--- config.mk ---
export PLATFORM = sky130hd
export DESIGN_NAME = ld_cell_sampler
export DESIGN_NICKNAME = d
export VERILOG_FILES = /design/src/rtl/ld_cell_sampler.sv
export SDC_FILE = /design/constraint.sdc
export NUM_CORES = 1
export LEC_CHECK = 0
export ABC_AREA = 1
export CORE_ASPECT_RATIO = 1.4
export CORE_MARGIN = 2
export CORE_UTILIZATION = 30
export DETAILED_ROUTE_END_ITERATION = 8
export DONT_BUFFER_PORTS = 1
export SLEW_MARGIN = 20
export SYNTH_ARGS = -nofsm -noshare
export SYNTH_HDL_FRONTEND = slang
export SYNTH_SLANG_ARGS = --single-unit
--- constraint.sdc ---
create_clock -name clk -period 4.84 [get_ports clk]
set_input_delay 0.968 -clock clk [delete_from_list [all_inputs] [get_ports clk]]
set_output_delay 0.968 -clock clk [all_outputs]
set_load 0.02 [all_outputs]
--- src/rtl/ld_cell_sampler.sv ---
// ld_cell_sampler: periodically reads the left/right load cells through the SPI master and IIR-filters each result.
// Latency: first wrt the clk after a trig seen in IDLE; ld_vld the clk after the final read's done.
// Backpressure: waits on done indefinitely; one trig is queued while busy, further trigs are dropped.
// Optional macro BATT_SAMPLE_EN: appends a raw (unfiltered) battery conversion and adds the batt output.
module ld_cell_sampler #(
  parameter bit         fast_sim   = 1'b1,
  parameter int         SMPL_PER   = 1_048_576,
  parameter int         FILT_SHIFT = 2,
  parameter logic [2:0] LFT_CH     = 3'd0,
  parameter logic [2:0] RGHT_CH    = 3'd4
`ifdef BATT_SAMPLE_EN
  ,
  parameter logic [2:0] BATT_CH    = 3'd5
`endif
) (
  input  logic        clk,
  input  logic        rst,
  output logic        wrt,
  output logic [15:0] cmd,
  input  logic        done,
  input  logic [15:0] rd_data,
  output logic [11:0] lft_ld,
  output logic [11:0] rght_ld,
  output logic        ld_vld
`ifdef BATT_SAMPLE_EN
  ,
  output logic [11:0] batt
`endif
);

  localparam int PER = fast_sim ? 64 : SMPL_PER;
  localparam int TW  = (PER > 1) ? $clog2(PER) : 1;
  localparam logic [TW-1:0] PER_M1 = TW'(PER - 1);

  // Channel index inside one sequence; order is always left, right (, battery).
  localparam logic [1:0] CH_L = 2'd0;
  localparam logic [1:0] CH_R = 2'd1;
`ifdef BATT_SAMPLE_EN
  localparam logic [1:0] CH_B = 2'd2;
`endif

  typedef enum logic [2:0] {
    IDLE     = 3'd0,
    CMD      = 3'd1,
    WAIT_CMD = 3'd2,
    RD       = 3'd3,
    WAIT_RD  = 3'd4,
    UPD      = 3'd5
  } state_t;

  state_t        state;
  logic [TW-1:0] tmr;
  logic          trig;
  logic          pend;
  logic          init;
  logic [1:0]    chi;
  logic [11:0]   smp;
  logic          unused_rd_hi;

  assign trig         = (tmr == PER_M1);
  assign smp          = rd_data[11:0];
  // Upper rd_data bits carry no conversion data.
  assign unused_rd_hi = ^rd_data[15:12];

  // One IIR step: y + ((s - y) >>> FILT_SHIFT). The 13-bit signed difference
  // keeps the sign, and the true result always lies between y and s, so
  // truncating back to 12 bits can never wrap.
  function automatic logic [11:0] filt(input logic [11:0] y, input logic [11:0] s);
    logic signed [12:0] d;
    logic signed [12:0] q;
    d = $signed({1'b0, s}) - $signed({1'b0, y});
    q = d >>> FILT_SHIFT;
    return y + q[11:0];
  endfunction

  // Free-running sample period timer; the wrap cycle is the trigger.
  always_ff @(posedge clk or posedge rst) begin
    if (rst) begin
      tmr <= '0;
    end else if (trig) begin
      tmr <= '0;
    end else begin
      tmr <= tmr + TW'(1);
    end
  end

  // Sequencer FSM with registered wrt/cmd/ld_vld and load capture.
  always_ff @(posedge clk or posedge rst) begin
    if (rst) begin
      state   <= IDLE;
      wrt     <= 1'b0;
      cmd     <= '0;
      ld_vld  <= 1'b0;
      pend    <= 1'b0;
      init    <= 1'b1;
      chi     <= CH_L;
      lft_ld  <= '0;
      rght_ld <= '0;
`ifdef BATT_SAMPLE_EN
      batt    <= '0;
`endif
    end else begin
      wrt    <= 1'b0;
      cmd    <= '0;
      ld_vld <= 1'b0;
      // A trig that lands while a sequence is running is remembered once.
      if (trig && (state != IDLE)) begin
        pend <= 1'b1;
      end
      case (state)
        IDLE: begin
          if (trig || pend) begin
            state <= CMD;
            wrt   <= 1'b1;
            cmd   <= {2'b00, LFT_CH, 11'h000};
            chi   <= CH_L;
            pend  <= 1'b0;
          end
        end
        CMD: begin
          state <= WAIT_CMD;
        end
        WAIT_CMD: begin
          if (done) begin
            state <= RD;
            wrt   <= 1'b1;
          end
        end
        RD: begin
          state <= WAIT_RD;
        end
        WAIT_RD: begin
          if (done) begin
            if (chi == CH_L) begin
              lft_ld <= init ? smp : filt(lft_ld, smp);
              chi    <= CH_R;
              state  <= CMD;
              wrt    <= 1'b1;
              cmd    <= {2'b00, RGHT_CH, 11'h000};
            end else if (chi == CH_R) begin
              rght_ld <= init ? smp : filt(rght_ld, smp);
`ifdef BATT_SAMPLE_EN
              chi     <= CH_B;
              state   <= CMD;
              wrt     <= 1'b1;
              cmd     <= {2'b00, BATT_CH, 11'h000};
`else
              state   <= UPD;
              ld_vld  <= 1'b1;
`endif
            end else begin
`ifdef BATT_SAMPLE_EN
              batt   <= smp;
`endif
              state  <= UPD;
              ld_vld <= 1'b1;
            end
          end
        end
        UPD: begin
          // First completed sequence after reset ends the raw-load phase.
          init  <= 1'b0;
          state <= IDLE;
        end
        default: begin
          state <= IDLE;
        end
      endcase
    end
  end

endmodule

Word level (Yosys, flattened, before mapping)
Index checks and enable logic that the tools add are counted.
{"block": "totals", "register_bits": 55, "in_bits": 19, "output_inout_bits": 42, "word_cells": 63}
{"block": "classes", "n_addsub": 5, "eq_ne": 11, "muxes": 26, "bitwise_logic": 1, "n_reduce_logical": 10}
{"operator": "$mux W14", "n": 3}
{"operator": "$sub A12 B12 Y13", "n": 2}
{"operator": "$add A12 B12 Y12", "n": 2}
{"operator": "$mux W12", "n": 2}
{"operator": "$pmux W3 S5", "n": 1}
{"operator": "$mux W3", "n": 4}
{"operator": "$mux W1", "n": 10}
{"operator": "$ne A2 B2 Y1 const B", "n": 4}
{"operator": "$reduce_and A4 Y1", "n": 2}
{"operator": "$add A6 B1 Y6 const B", "n": 1}
{"operator": "$eq A3 B2 Y1 const B", "n": 2}
{"operator": "$eq A3 B3 Y1 const B", "n": 2}
{"operator": "$eq A6 B6 Y1 const B", "n": 1}
{"operator": "$mux W2", "n": 3}
{"operator": "$mux W6", "n": 1}
{"operator": "$reduce_and A3 Y1", "n": 2}
{"operator": "$pmux W2 S2", "n": 1}
{"operator": "$eq A3 B1 Y1 const B", "n": 1}
{"operator": "$logic_not A3 Y1", "n": 1}
{"operator": "$pmux W1 S3", "n": 1}
{"operator": "$reduce_bool A3 Y1", "n": 1}
{"operator": "$eq A2 B1 Y1 const B", "n": 1}
{"operator": "$logic_not A2 Y1", "n": 1}
{"operator": "$reduce_bool A2 Y1", "n": 1}
{"operator": "other kinds (3)", "n": 3}

Longest topological paths before layout
Gate-level depths: netlist (run 1).
{"block": "depth", "ltp_word": 5, "ltp_mapped": 23, "mapped_depth_nobuf": 23}

Worst setup path after synthesis (run 1)
No wires, ideal clock.
{"block": "synth_path", "path_kind": "in2reg", "from": "input rd_data[3]", "to": "register lft_ld[11]", "setup_ns": 0.120, "arrival_time_ns": 3.099, "required_time_ns": 4.720, "setup_slack_ns": 1.621, "cell_stages": 18, "path_buffers": 0, "cell_sequence": "ha_1 > a21oi_1 > nand2_2 > a21oi_1 > o21ai_2 > nand2_1 > nand2_1 > nand2_1 > nand2_1 > ha_1 > inv_1 > o21ai_0 > a21boi_0 > nand2_1 > nor2_1 > nand3_1 > nand3_1 > a21oi_2"}
{"block": "synth_between", "elab_chain_len": 3}
{"element": "from (decl)", "line_no": "21", "text": "input logic [15:0] rd_data,"}
{"element": "$sub A12 B12 Y13", "line_no": "71", "text": "d = $signed({1'b0, s}) - $signed({1'b0, y});"}
{"element": "$add A12 B12 Y12", "line_no": "73", "text": "return y + q[11:0];"}
{"element": "$mux W12", "line_no": "135", "text": "lft_ld <= init ? smp : filt(lft_ld, smp);"}
{"element": "to (signal assigned)", "line_no": "135"}
{"element": "to (decl)", "line_no": "22", "text": "output logic [11:0] lft_ld,"}
No other way between the ends.
A chain may end at the register's enable or synchronous reset.

Worst setup path after layout (run 1)
Ends and elaborated chain as after synthesis.

==> results.txt, run 1 <==
Status - finished clean
Setup Total Neg Slack - 0 ns
Die height - 143 um
Worst Setup Slack, final - 1.54 ns
Routed vias - 3836
Worst Skew - 0.00990 ns
Maxcap violations - 0
Area added between synthesis and finish - 7.88%
First-pass GRT wire length - 17300 um
Largest family of logic cells by synthesized area - simple AND/OR/NAND/NOR gates
Post-route antenna net violation count - 0
Seq/Total Area, Yosys - 23.5%
Max Buffers Root-to-Sink - 2
Rows - 50
Worst-case reg-to-reg path depth - 22
Root Buffer - clkbuf_16
Simple logic cell fraction of the synthesized area - 29.1%
Final core occ - 33.4%
Mux cell area share after synthesis - 0%
Cell Pwr Density - 306 nW/um^2
DR iter-0 viols - 142
Commonest non-fill, non-tap cell in the layout - nand2_1
Number of cells upsized or downsized after cts - 0
Gr ovfl total - 0
Fin. Hold Viols - 0
Flops & latches, synth - 39
Inserted Diodes - 0
Metal-1 WL - 4380 um
Commonest non-fill, non-tap cells in the layout - nand2_1, inv_1, nor2_1
Period minus WS final - 3.30 ns
Setup WS pre-CTS - 1.27 ns
Post-synth design cell area - 4160 um^2
Crit-path max FO - 5
Unrepaired setup endpoints after global routing - false
Antenna violations before repair - 0
Switch share - 38.5%
Top achievable clock speed - 303 MHz
NetSw - 529 uW
Avg Inst Size Synth - 6.63 um^2
Worst EP required - 5.01 ns
Hold Path Class - reg2reg
Reg power frac - 26.7%
First-pass iteration count of the detailed router - 4
Die width - 104 um
Tcrit/Tclk final - 68.2%
Drt drc - 0
Overall Global Routing Usage - 14.7%
Reg-to-Reg Start - rght_ld[1]
Setup crit end kind - flip-flop
Metal2 WL - 5700 um
Leak - 2.46 nW
Synth Area in Adders - 15.1%
CTS Sinks - 39
Highest routed metal layer - met4
Initial Util - 30.9%
Synth cell types - 43
Final Setup Violations - 0
Clk_lat worst skew - 0.29 ns
Num ports - 61
Critical path origin - rd_data[3]
FF-to-FF End - rght_ld[9]
Total CTS buffers - 5
Final Wtd Congestion - 0.863
Routed vias/inst - 4.72
Total core area - 13500 um^2
Power share of the clock group - 31.9%
Cell Int Power - 846 uW
Hold_buf cts - 0
Combinational Power Share - 41.3%
Signal arrival time at the worst endpoint - 3.48 ns
CTS tree - built
Share of post-route cells with drive strength above 1 - 5.56%
Slew Limit Fails - 0
Startpoint types - input pin
Max_slew headroom - 54.6%
Number of port buffers - 0
FILL cells - 1479
Crit Path Class - in2reg
Xor/xnor share of the synthesized area - 4.42%
R2r setup slk - 1.59 ns
Mapped Cells - 628
DP Wirelength - 8980 um
Postcts setup bufs - 0
Pwr Total - 1.37 mW
Worst slew pin tran - 0.681 ns
Max VDD drop - 0.137 mV
CP endpoint - lft_ld[11]
Post-synthesis compound-gate area fraction - 14.5%
Post-Route WL - 10900 um
WHS Path Cells - 1
Drt wl/cell - 13.4 um
Final #Nets - 697
Yosys warns - 0
Largest net degree at the start of global routing - 40
Die area - 14800 um^2
Clock slew at reported path FFs - 0.06 ns
H-tree levels - 2
Hold WS - 0.468 ns
Met3 WL - 497 um
Number of global-route vias before repair - 3667
==> per-stage QoR <==
step | cells | area (um^2)
floorplan | 642 | 4210
global placement | 804 | 4300
detailed placement | 804 | 4300
CTS | 812 | 4490
global route | 812 | 4490
finish | 812 | 4490
==> logic make-up after synthesis <==
kind of cell,count (synthesis)
other,1
AND/OR/NAND/NOR,285
adder cells (fa/ha/maj),49
buffers and inverters,128
flip-flops,39
XOR/XNOR,21
AO/OA/AOI/OAI,105
==> critical path, stage by stage <==
cell      delay, ns
ha_1           0.33
a21oi_1        0.19
nand2_2        0.11
a21oi_1        0.25
o21ai_2        0.11
nand2_1        0.10
nand2_1        0.06
nand2_1        0.05
nand2_1        0.05
ha_1           0.35
nand2_1        0.12
nor2_1         0.16
nand2_1        0.07
nor2_1         0.20
nand3b_1       0.14
nand3_1        0.08
nand3_1        0.08
a21oi_2        0.06
==> sequential cells by signal (all words and copies together) (netlist names) <==
name,flops
init,1
wrt,1
chi,1
cmd,1
ld_vld,1
pend,1
rght_ld,12
tmr,6
lft_ld,12
state,3
==> cells in the mapped netlist, drive strengths merged <==
master,instances,area [um^2]
a21o,3,22.5
xor2,11,96.3
a2bb2oi,1,8.76
and3,1,6.26
nand3b,1,7.51
conb,1,3.75
a31oi,11,68.8
o22ai,2,12.5
nor3,1,10.0
nor2,59,258
nand2,168,643
nand3,47,235
nand4,5,31.3
or2,3,18.8
o21ai,30,161
ha,47,588
a21oi,47,239
o21a,1,7.51
dfrtp,38,951
a22oi,3,22.5
dfstp,1,26.3
fa,2,40.0
xnor2,10,87.6
o211ai,1,7.51
a21boi,4,33.8
inv,106,400
buf,19,141
o2111ai,2,17.5
clkbuf,3,15.0
==> how the worst min path moves through the flow <==
stage	end	slack [ns]	start
finish	tmr[0]	0.47	tmr[0]
global route	tmr[0]	0.50	tmr[0]
CTS	tmr[0]	0.47	tmr[0]
detailed placement	tmr[0]	0.46	tmr[0]
global placement	tmr[0]	0.45	tmr[0]
floorplan	tmr[0]	0.43	tmr[0]
==> area by class of cell <==
class                   count  area (um^2)  share of cell area (%)
multi-input cells         475         2680                    59.7
well taps                 182          228                    5.07
inverters                 106          400                    8.92
clock buffers               6          129                    2.87
repair buffers              2         15.0                   0.334
clock inverters             2         60.1                    1.34
flip-flops and latches     39          977                    21.8
==> routing by layer <==
metal	GRT usage (%)	vias to the layer above
met5	0	-
li1	-	2001
met2	29.5	64
met4	6.40	0
met3	2.63	15
met1	14.9	1756
==> power groups by stage <==
stage / clock network (mW) / logic (mW) / registers [mW]
2_1_floorplan: 0 / 0.474 / 0.367
3_3_place_gp: 0 / 0.565 / 0.374
3_5_place_dp: 0 / 0.569 / 0.374
4_1_cts: 0.446 / 0.571 / 0.368
5_1_grt: 0.455 / 0.653 / 0.370
6_report: 0.439 / 0.569 / 0.368
No activity file was read; power rests on OpenSTA's default activity.
==> run 2, diff against run 1 <==
Clock period 4.84 ns to 3.1 ns, I/O delays scaled along.
==> run 2 against run 1 <==
  * Clock skew fell by 0.0034 ns
  * Register-to-register slack lost 1.4 ns
  * Wire length grew 2.8%
  * Utilization increased by 3.0 points
  * Design area up 9.1%
  * Clock power increased by 39%
  * Flip-flop and latch count is the same
  * Critical endpoint is now rght_ld[10]
  * Largest cell class unchanged
==> results.txt, run 2 (synthesis results as in run 1) <==
Unrepaired setup endpoints after global routing - false
Num ports - 61
Worst Skew - 0.00647 ns
Clock slew at reported path FFs - 0.07 ns
CP most frequent cell - nor2_1
Period minus WS final - 2.86 ns
Critical-path cell with the highest stage delay - dfrtp_1
Commonest non-fill, non-tap cell in the layout - nand2_1
Worst slew pin tran - 0.643 ns
Cell Int Power - 1.33 mW
Signal arrival time at the worst endpoint - 3.07 ns
Commonest non-fill, non-tap cells in the layout - nand2_1, inv_1, nor2_1
Reg power frac - 24.3%
Total core area - 13500 um^2
Largest net degree at the start of global routing - 28
Number of port buffers - 0
Combinational Power Share - 48.0%
NetSw - 877 uW
Die width - 104 um
DP Wirelength - 9160 um
Switch share - 39.7%
Multi-input combinational cell area - 2790 um^2
Hold Path Class - in2async
Post-Route WL - 11200 um
Routed vias - 3899
CTS Sinks - 39
DR iter-0 viols - 149
Pwr Total - 2.21 mW
Overall Global Routing Usage - 15.5%
Max VDD drop - 0.200 mV
Rows - 50
Maxcap violations - 0
Drt drc - 0
Final #Nets - 739
CTS tree - built
First-pass iteration count of the detailed router - 4
Antenna violations before repair - 0
Area added between synthesis and finish - 17.6%
Slowest Stage Delay on Critical Path - 0.34 ns
Clk_lat worst skew - 0.29 ns
Die area - 14800 um^2
Share of post-route cells with drive strength above 1 - 14.6%
Total CTS buffers - 5
Routed vias/inst - 4.57
FF+latch area - 977 um^2
Leak - 2.66 nW
Setup crit end kind - flip-flop
Crit-path max FO - 4
First-pass GRT wire length - 18400 um
Final Non-Filler Cells - 854
Post-route antenna net violation count - 0
Max Buffers Root-to-Sink - 2
Max_slew headroom - 57.1%
Number of global-route vias before repair - 3878
Power share of the clock group - 27.6%
Crit Path Class - reg2reg
Initial Util - 30.9%
Gr ovfl total - 0
Startpoint types - flip-flop
Worst EP required - 3.30 ns
Root Buffer - clkbuf_16
Cell Pwr Density - 451 nW/um^2
Final Wtd Congestion - 0.882
Die height - 143 um
Fin. Hold Viols - 0
Tcrit/Tclk final - 92.4%
FILL cells - 1453
Inserted Diodes - 0
Regs by FF count - lft_ld (12), rght_ld (12), tmr (6)
Final Setup Violations - 0
Status - finished clean
Placed cells - 845
Drt wl/cell - 13.1 um
Slew Limit Fails - 0
H-tree levels - 2
Top achievable clock speed - 349 MHz
Worst-path cell chain - inv_1, ha_1, a21oi_1, nand2_2, a21oi_2, nor2_1, nor2_1, xnor2_1, ha_1, buf_4, nand2_1, nor2_1, nand3_1, nand4_1, nand3_1, a22oi_1
-- run 2: final timing paths --
check | startpoint | end | slack, ns | cells after the start
min in group clk | done | wrt | 0.47 | 2
hold reg to reg | tmr[0] | tmr[0] | 0.48 | 1
hold / removal | rst | ld_vld | 0.16 | 1
setup reg to reg | rght_ld[3] | rght_ld[10] | 0.24 | 16
setup / recovery | rght_ld[3] | rght_ld[10] | 0.24 | 16
max in group asynchronous | rst | init | 2.22 | 2
-- run 2: worst max-delay path, delay by kind of cell, from the launching register on --
kind	cells	cell delay [ns]
simple gates	8	0.93
fa+ha+maj	2	0.67
compound gates	3	0.56
xor+xnor	1	0.08
flops	1	0.34
buf+inv	2	0.20
-- run 2: layout make-up --
type / instances / share of cell area, %
inverter: 106 / 8.18
sequential: 39 / 20.0
clock inverter: 3 / 0.971
multi-input combinational: 475 / 56.9
tap: 182 / 4.65
clock buffer: 5 / 2.56
timing repair buffer: 44 / 6.75
-- run 2: power by group through the flow --
stage                     registers (mW)  clock network [mW]  logic [mW]
after global routing               0.540               0.641        1.22
after global placement             0.547                   0        1.01
after floorplan                    0.573                   0       0.739
after CTS                          0.538               0.625        1.02
final                              0.538               0.609        1.06
after detailed placement           0.547                   0        1.01
-- run 2: what timing repair did --
action | 4_1_cts | 5_1_grt
endpoints found under the setup margin | 0 | 7
setup buffers | 0 | 1
gates resized for setup | 0 | 27
hold buffers | 0 | 0
-- run 2: metrics by stage --
| step | setup WS, ns | utilization [%] | setup TNS (ns) | instance area [um^2] | hold slack, ns |
|---|---|---|---|---|---|
| global route | 0.00106 | 36.4 | 0 | 4900 | 0.179 |
| detailed placement | -0.0138 | 34.3 | -0.0138 | 4610 | 0.464 |
| finish | 0.235 | 36.4 | 0 | 4900 | 0.159 |
| CTS | 0.212 | 35.5 | 0 | 4780 | 0.163 |
| floorplan | 0.229 | - | 0 | 4210 | 0.433 |
| global placement | -0.00985 | 34.3 | -0.00985 | 4610 | 0.453 |
-- run 2: layer usage --
layer  vias to the layer above  wire (um)  global-route usage, %
li1                       2077          -                      -
met1                      1731       4370                   16.1
met2                        72       5880                   30.3
met3                        19        568                   3.04
met4                         0        354                   6.76
met5                         -          0                      0
==> run 3, diff against run 2 <==
Settings changed: CORE_ASPECT_RATIO 1.4 to default.
==> run 3 against run 2 <==
  * Global-route usage decreased by 0.51 points
  * Clock skew decreased by 0.0042 ns
  * Flip-flop and latch count unchanged
  * Clock power increased by 3.3%
  * Largest cell class unchanged
  * Worst setup slack got worse by 0.013 ns
  * Largest power group unchanged
  * Hold slack got worse by 0.0073 ns
  * Register-to-register slack about the same
==> results.txt, run 3 (synthesis results as in run 1) <==
Leak - 2.61 nW
FF-to-FF End - lft_ld[10]
Commonest non-fill, non-tap cell in the layout - nand2_1
Clk_lat worst skew - 0.28 ns
Total core area - 13700 um^2
Root Buffer - clkbuf_16
Number of port buffers - 0
DR iter-0 viols - 208
Hold Path Class - in2async
Worst Skew - 0.00229 ns
Crit Path Class - reg2reg
Final Wtd Congestion - 0.867
Die area - 14800 um^2
First-pass iteration count of the detailed router - 5
Signal arrival time at the worst endpoint - 3.08 ns
Overall Global Routing Usage - 15.0%
Antenna violations before repair - 0
Rows - 43
Total CTS buffers - 5
DP Wirelength - 8910 um
Regs by FF count - lft_ld (12), rght_ld (12), tmr (6)
H-tree levels - 2
CTS tree - built
Setup crit end kind - flip-flop
Clock slew at reported path FFs - 0.06 ns
Gr ovfl total - 0
CTS Sinks - 39
Area added between synthesis and finish - 14.3%
Status - finished clean
Worst EP required - 3.30 ns
Final Setup Violations - 0
Tcrit/Tclk final - 92.8%
Number of global-route vias before repair - 3521
Pwr Total - 2.17 mW
Period minus WS final - 2.88 ns
Largest net degree at the start of global routing - 30
Die height - 122 um
Worst-case reg-to-reg path depth - 15
Drt drc - 0
Drt wl/cell - 13.0 um
First-pass GRT wire length - 17700 um
Worst slew pin tran - 0.788 ns
Post-Route WL - 11000 um
Top achievable clock speed - 347 MHz
Final #Nets - 728
Routed vias - 3900
Final core occ - 34.7%
Num ports - 61
Fin. Hold Viols - 0
Post-route antenna net violation count - 0
Max Buffers Root-to-Sink - 2
Initial Util - 30.3%
Reg-to-Reg Start - lft_ld[3]
Startpoint types - flip-flop
Max VDD drop - 0.198 mV
Share of post-route cells with drive strength above 1 - 11.6%
Routed vias/inst - 4.64
Cell Pwr Density - 456 nW/um^2
Maxcap violations - 0
Crit-path max FO - 4
R2r setup slk - 0.22 ns
Inserted Diodes - 0
Max_slew headroom - 47.4%
Postcts setup bufs - 0
Commonest non-fill, non-tap cells in the layout - nand2_1, inv_1, nor2_1
Slew Limit Fails - 0
Die width - 122 um
Unrepaired setup endpoints after global routing - true
## run 3: changes by cell type in the layout (fill, tap and decap cells not counted), moves of 2 or more
cell,previous run,this run
buf_4,44,33
nand2_1,158,161
nand2_2,10,7
nor2_1,49,52
nor2_2,8,5
a21oi_1,39,41
a21oi_4,2,0
ha_1,43,45
o21ai_0,19,21
o21ai_1,8,6
## run 3: final cells by class
class	instances	area, um^2
clock buffers	6	139
clock inverters	2	38.8
fillers	1500	8960
inverters	106	400
multi-input cells	475	2730
flip-flops and latches	39	978
well taps	180	225
repair buffers	33	248
## run 3: worst max-delay path by stage
stage	startpoint	slack (ns)	to	cells past startpoint
finish	lft_ld[3]	0.22	lft_ld[10]	15
global placement	rd_data[3]	0.02	lft_ld[11]	18
detailed placement	rd_data[3]	0.01	rght_ld[11]	18
CTS	rght_ld[11]	0.20	rght_ld[11]	20
floorplan	rd_data[3]	0.23	lft_ld[11]	18
global route	rght_ld[6]	-0.03	rght_ld[11]	21
## run 3: critical path, stage by stage (launching register included)
cell and delay (ns):
dfrtp_1 0.34, inv_1 0.05, ha_1 0.30, a21oi_1 0.19, nand2_2 0.13, a21oi_2 0.19, buf_4 0.13, xnor2_1 0.13
ha_1 0.31, a21oi_1 0.21, nor2_1 0.06, o21ai_0 0.29, nand3_1 0.12, nand2_1 0.07, nand3_1 0.08, a22oi_1 0.17
## run 3: repair_timing
action | in CTS | in global routing
gates resized for setup | 0 | 12
hold buffers | 0 | 0
setup endpoints to repair | 0 | 4
## run 3: stage by stage
| step | cells | cell area [um^2] | TNS, ns | hold WS, ns | worst slack (ns) |
|---|---|---|---|---|---|
| CTS | 841 | 4710 | 0 | 0.152 | 0.202 |
| detailed placement | 833 | 4530 | 0 | 0.452 | 0.00953 |
| global route | 841 | 4760 | -0.0261 | 0.169 | -0.0261 |
| global placement | 833 | 4530 | 0 | 0.450 | 0.0164 |
| floorplan | 642 | 4210 | 0 | 0.433 | 0.229 |
| finish | 841 | 4760 | 0 | 0.151 | 0.222 |
## run 3: report_power, final
group / internal [mW] / total [mW] / switching [mW]
Sequential: 0.526 / 0.539 / 0.0132
Clock: 0.405 / 0.629 / 0.224
Combinational: 0.383 / 1.00 / 0.619
Total: 1.31 / 2.17 / 0.856
## run 3: routing by layer
layer	GRT usage (%)	up-vias	part of all wire [%]
met1	20.8	1737	47
met5	0	-	0
li1	-	2067	-
met4	0.934	0	0
met2	23.7	96	44
met3	5.15	0	8.8
